File: src/rtl/uart_tx_arbiter.sv
// Round-robin arbiter that shares one UART transmitter between N_REQ byte sources.
// Handles the tx_enable/tx_status handshake and flags a sticky error if the UART never starts.
module uart_tx_arbiter #(
  parameter int unsigned N_REQ        = 4,
  parameter int unsigned BUSY_TIMEOUT = 1023
) (
  input  logic                 sysclk,
  input  logic                 reset_n,
  input  logic [N_REQ-1:0]     req,
  input  logic [8*N_REQ-1:0]   req_data,
  output logic [N_REQ-1:0]     grant,
  output logic [N_REQ-1:0]     done,
  output logic [7:0]           tx_data,
  output logic                 tx_enable,
  input  logic                 tx_status,
  output logic                 busy,
  output logic [2:0]           owner,
  output logic                 timeout_err,
  input  logic                 err_clr
);

  typedef enum logic [1:0] {
    IDLE      = 2'd0,
    ISSUE     = 2'd1,
    WAIT_BUSY = 2'd2,
    WAIT_DONE = 2'd3
  } state_e;

  state_e            state_q, state_d;
  logic [2:0]        ptr_q, ptr_d;
  logic [2:0]        owner_q, owner_d;
  logic [7:0]        tx_data_q, tx_data_d;
  logic [10:0]       cnt_q, cnt_d;
  logic [N_REQ-1:0]  done_q, done_d;
  logic              timeout_err_q, timeout_err_d;
  logic              tmo_set;

  logic [7:0]        req_ext;
  logic [3:0]        scan_idx;
  logic [3:0]        nxt_ptr;
  logic              found;
  logic [2:0]        win_idx;
  logic [7:0]        win_byte;
  logic [N_REQ-1:0]  owner_onehot;

  // Scan upward from ptr with wrap-around; first requester seen wins.
  always_comb begin
    req_ext                = '0;
    req_ext[N_REQ-1:0]     = req;
    found                  = 1'b0;
    win_idx                = '0;
    scan_idx               = '0;
    for (int unsigned k = 0; k < N_REQ; k++) begin
      scan_idx = {1'b0, ptr_q} + 4'(k);
      if (scan_idx >= 4'(N_REQ)) scan_idx = scan_idx - 4'(N_REQ);
      if (!found && req_ext[scan_idx[2:0]]) begin
        found   = 1'b1;
        win_idx = scan_idx[2:0];
      end
    end
    win_byte = '0;
    for (int unsigned i = 0; i < N_REQ; i++) begin
      if (3'(i) == win_idx) win_byte = req_data[8*i +: 8];
    end
    nxt_ptr = {1'b0, win_idx} + 4'd1;
    if (nxt_ptr == 4'(N_REQ)) nxt_ptr = '0;
  end

  always_comb begin
    owner_onehot = '0;
    for (int unsigned i = 0; i < N_REQ; i++) begin
      if (3'(i) == owner_q) owner_onehot[i] = 1'b1;
    end
  end

  always_comb begin
    state_d   = state_q;
    ptr_d     = ptr_q;
    owner_d   = owner_q;
    tx_data_d = tx_data_q;
    cnt_d     = cnt_q;
    done_d    = '0;
    tmo_set   = 1'b0;
    case (state_q)
      IDLE: begin
        if (found && tx_status) begin
          state_d   = ISSUE;
          owner_d   = win_idx;
          tx_data_d = win_byte;
          ptr_d     = nxt_ptr[2:0];
        end
      end
      ISSUE: begin
        state_d = WAIT_BUSY;
        cnt_d   = '0;
      end
      WAIT_BUSY: begin
        if (!tx_status) begin
          state_d = WAIT_DONE;
        end else if (cnt_q == 11'(BUSY_TIMEOUT)) begin
          tmo_set = 1'b1;
          state_d = IDLE;
        end else begin
          cnt_d = cnt_q + 11'd1;
        end
      end
      WAIT_DONE: begin
        if (tx_status) begin
          done_d  = owner_onehot;
          state_d = IDLE;
        end
      end
      default: state_d = IDLE;
    endcase
    // A new timeout takes priority over a clear in the same cycle.
    if (tmo_set)      timeout_err_d = 1'b1;
    else if (err_clr) timeout_err_d = 1'b0;
    else              timeout_err_d = timeout_err_q;
  end

  always_ff @(posedge sysclk or negedge reset_n) begin
    if (!reset_n) begin
      state_q       <= IDLE;
      ptr_q         <= '0;
      owner_q       <= '0;
      tx_data_q     <= '0;
      cnt_q         <= '0;
      done_q        <= '0;
      timeout_err_q <= 1'b0;
    end else begin
      state_q       <= state_d;
      ptr_q         <= ptr_d;
      owner_q       <= owner_d;
      tx_data_q     <= tx_data_d;
      cnt_q         <= cnt_d;
      done_q        <= done_d;
      timeout_err_q <= timeout_err_d;
    end
  end

  assign grant       = (state_q == ISSUE) ? owner_onehot : '0;
  assign tx_enable   = (state_q == ISSUE);
  assign busy        = (state_q != IDLE);
  assign done        = done_q;
  assign owner       = owner_q;
  assign tx_data     = tx_data_q;
  assign timeout_err = timeout_err_q;

endmodule
File: config.mk
export PLATFORM = sky130hd
export DESIGN_NAME = uart_tx_arbiter
export DESIGN_NICKNAME = d
export VERILOG_FILES = /design/src/rtl/uart_tx_arbiter.sv
export SDC_FILE = /design/constraint.sdc
export NUM_CORES = 1
export LEC_CHECK = 0
export BUFFER_PORTS_ARGS = -buffer_cell sky130_fd_sc_hd__buf_2
export CAP_MARGIN = 20
export CORE_ASPECT_RATIO = 1.5
export CORE_MARGIN = 4
export CORE_UTILIZATION = 40
export DETAILED_ROUTE_END_ITERATION = 12
export GPL_TIMING_DRIVEN = 0
export MAX_ROUTING_LAYER = met4
export PLACE_DENSITY = 0.65
export SYNTH_ARGS = -nofsm -noshare
export SYNTH_HDL_FRONTEND = slang
export SYNTH_SLANG_ARGS = --single-unit
export TNS_END_PERCENT = 5
File: constraint.sdc
create_clock -name sysclk -period 3.27 [get_ports sysclk]
set_input_delay 0.4905 -clock sysclk [delete_from_list [all_inputs] [get_ports sysclk]]
set_output_delay 0.4905 -clock sysclk [all_outputs]
set_load 0.05 [all_outputs]
==> flow_summary.json <==
{
  "pwr_density_cell_mw_per_mm2": 1180,
  "synth_cell_types": 45,
  "synth_top_area_share_pct": 38.3,
  "ys_ff_latch": 32,
  "cp_cell_sequence": "buf_6, inv_2, ha_4, mux4_2, o32a_1, xnor2_2, or2_4, ha_4, nor2b_4, buf_4, a221oi_2, nor3_1, a21oi_1, a21oi_1",
  "via_count": 1950,
  "clkTransAtPathRegs_ns": 0.06,
  "slew_headroom_pct": 52.7,
  "rsz0062_at_grt": "true",
  "dr.pass1.iters": 6,
  "pin_count": 62,
  "crit_fanout": 6,
  "stdcell_area_sq_mm": 0.00273,
  "cts_hold_repair.buffers": 0,
  "worstSetupPathType": "reg2reg",
  "netlist_area_sq_mm": 0.00209,
  "avgViaCountPerCell": 5.26,
  "grt_pass1_vias": 1744,
  "tightest_slew_ns": 0.709,
  "slew_viol_final": 0,
  "ys_seq_area_share_pct": 38.3,
  "status": "completed",
  "max_stage_delay_ns": 0.39,
  "fp-row-count": 32,
  "finalHoldViolCount": 0,
  "leakage_nw": 1.28,
  "setup_violations": 0,
  "area_growth_pct": 30.6,
  "die_y_microns": 96.5,
  "cp-start-kind": "flop",
  "drt_iter0_markers": 48,
  "grt_overflow": 0,
  "clkSinkCount": 32,
  "clock_skew_ns": 0.00687,
  "h-tree-depth": 2,
  "cpLargestDelayFamily": "compound AO/OA/AOI/OAI gates",
  "wl_per_cell_microns": 13.7,
  "end_kind": "flop",
  "dieArea_sq_mm": 0.00646,
  "clk_latency_ns": 0.28,
  "drt_drc_violations_left": 0,
  "synth_edf_count": 0,
  "port_buffers": 60,
  "synth-main-ff-cell": "dfrtp_1",
  "dpl_cell_area_sq_mm": 0.00247,
  "path_buf_inv": 3,
  "fill_cells": 481,
  "dp_hpwl_mm": 3.82,
  "gp_congestion": 0.880,
  "n_antenna_cell": 0,
  "yosys.area.top_type": "dfrtp_1",
  "min_period_ns": 3.16,
  "die_x_microns": 67.0,
  "crit_slowest_cell": "o32a_1",
  "clockBufferDepth": 2,
  "crit_arrival_ns": 3.31,
  "irDropWorstVdd_mv": 0.431,
  "antenna_found_initial": 0,
  "final.period_utilization_pct": 96.6,
  "synthTopCellsByArea": "dfrtp_1, ha_1, nor2_1",
  "cts_tree": "yes",
  "drive_gt1_share_pct": 36.3,
  "synthTopCellsByCount": "dfrtp_1, nor2_1, a21oi_1",
  "fin_nets": 356,
  "multi_input_area_sq_mm": 0.00126,
  "drtAntennaViolNets": 0,
  "grt_pass1_wl_mm": 8.09,
  "fmax_mhz": 317,
  "ys_warn_count": 0,
  "worst_ep_required_time_ns": 3.43,
  "start_util_pct": 41.1,
  "track_usage_pct": 16.6,
  "core_area_sq_mm": 0.00508,
  "cts_made_buffers": 5,
  "clock-root-buffer": "clkbuf_8",
  "wl_mm": 5.09,
  "grt_max_degree": 33,
  "min-delay-path-class": "in2async",
  "seq_area_sq_um": 801,
  "synth-async-reset-ratio_pct": 100,
  "r2r-start": "ptr_q[0]",
  "syn-num-nets": 283,
  "avgSynthCellArea_sq_um": 9.08,
  "hold_slack_ns": 0.264,
  "syn_inst": 230,
  "rrSetupSlack_ns": 0.11,
  "startpoint": "ptr_q[0]",
  "maxCapViolCount": 0
}
-- power breakdown --
part | total [mW] | internal, mW | switching (mW)
Combinational | 2.36 | 0.991 | 1.37
Sequential | 0.583 | 0.508 | 0.0754
Clock | 0.280 | 0.144 | 0.135
Total | 3.22 | 1.64 | 1.58
-- worst paths after layout --
kind	end	depth (start not counted)
min reg2reg	tx_data[6]	2
max in group asynchronous	cnt_q[1]	1
min	cnt_q[9]	1
min in group sysclk	timeout_err	2
max	tx_data[1]	14
max reg2reg	tx_data[1]	14
-- sequential cells by signal (all words and copies together), names as in the netlist --
name	count
cnt_q	11
done	4
owner	3
ptr_q	3
state_q	2
timeout_err	1
tx_data	8
-- stage by stage --
stage	TNS (ns)	cells	setup WS [ns]	power [mW]	utilization [%]
after floorplan	0	230	0.0785	2.11	-
after global placement	-2.61	358	-0.362	2.49	48.6
after detailed placement	-2.61	358	-0.365	2.51	48.6
after CTS	0	363	0.00389	2.89	50.8
after global routing	-0.0159	371	-0.0159	3.49	53.6
final	0	371	0.112	3.22	53.6
-- kinds of logic (layout without fill, tap and decap cells) --
group / count (synthesis) / count (layout) / share of synthesized area [%]
compound gates: 56 / 56 / 19.2
xor+xnor: 5 / 5 / 2.10
fa+ha+maj: 13 / 13 / 7.79
buf+inv: 26 / 99 / 6.11
flops: 32 / 32 / 38.3
mux: 9 / 9 / 6.17
other cells: 1 / 1 / 0.180
simple gates: 88 / 88 / 20.1
-- worst register-to-register path: cells and delay by family, from the launching register on --
kind                       cells  cell delay [ns]
adders and majority gates      2             0.44
muxes                          1             0.33
buffers and inverters          3             0.33
and+or+nand+nor                3             0.49
xor gates and xnor gates       1             0.19
DFF                            1             0.36
AOI/OAI and AO/OA              4             0.90
-- final cells by class --
| cell class | instances | share of cell area [%] |
|---|---|---|
| clock buffer | 6 | 2.66 |
| sequential | 32 | 29.4 |
| clock inverter | 1 | 0.184 |
| multi-input combinational | 172 | 46.3 |
| inverter | 15 | 2.07 |
| tap | 68 | 3.12 |
| buffer | 8 | 2.39 |
| timing repair buffer | 69 | 14.0 |
-- per-layer routing --
| layer | part of all wire (%) | global-route usage (%) | vias up |
|---|---|---|---|
| li1 | - | - | 970 |
| met3 | 4.4 | 3.01 | 6 |
| met2 | 55 | 29.1 | 51 |
| met1 | 40 | 18.4 | 923 |
| met5 | 0 | - | - |
| met4 | 1.2 | 6.77 | 0 |
-- layout by cell type, fill, tap and decap left out, drive strengths merged, types with 2 or more instances in the layout --
| cell type | n |
|---|---|
| nor3 | 11 |
| mux4 | 2 |
| mux2 | 5 |
| xnor2 | 5 |
| inv | 15 |
| a221oi | 8 |
| o32a | 2 |
| clkbuf | 9 |
| nand2 | 13 |
| nand4 | 4 |
| mux2i | 2 |
| dfrtp | 32 |
| ha | 13 |
| nand3 | 5 |
| a2111oi | 3 |
| nor2 | 32 |
| a21oi | 20 |
| a211oi | 3 |
| nor2b | 11 |
| or2 | 2 |
| o21ai | 6 |
| nand2b | 5 |
| buf | 74 |
-- repair_timing --
item                                    CTS  global route
pin swaps                                 0             9
gates resized for setup                  10            17
buffers inserted                          0             9
endpoints found under the setup margin    8             8
endpoints found under the hold margin     0             0
(Power assumes the default switching activity.)
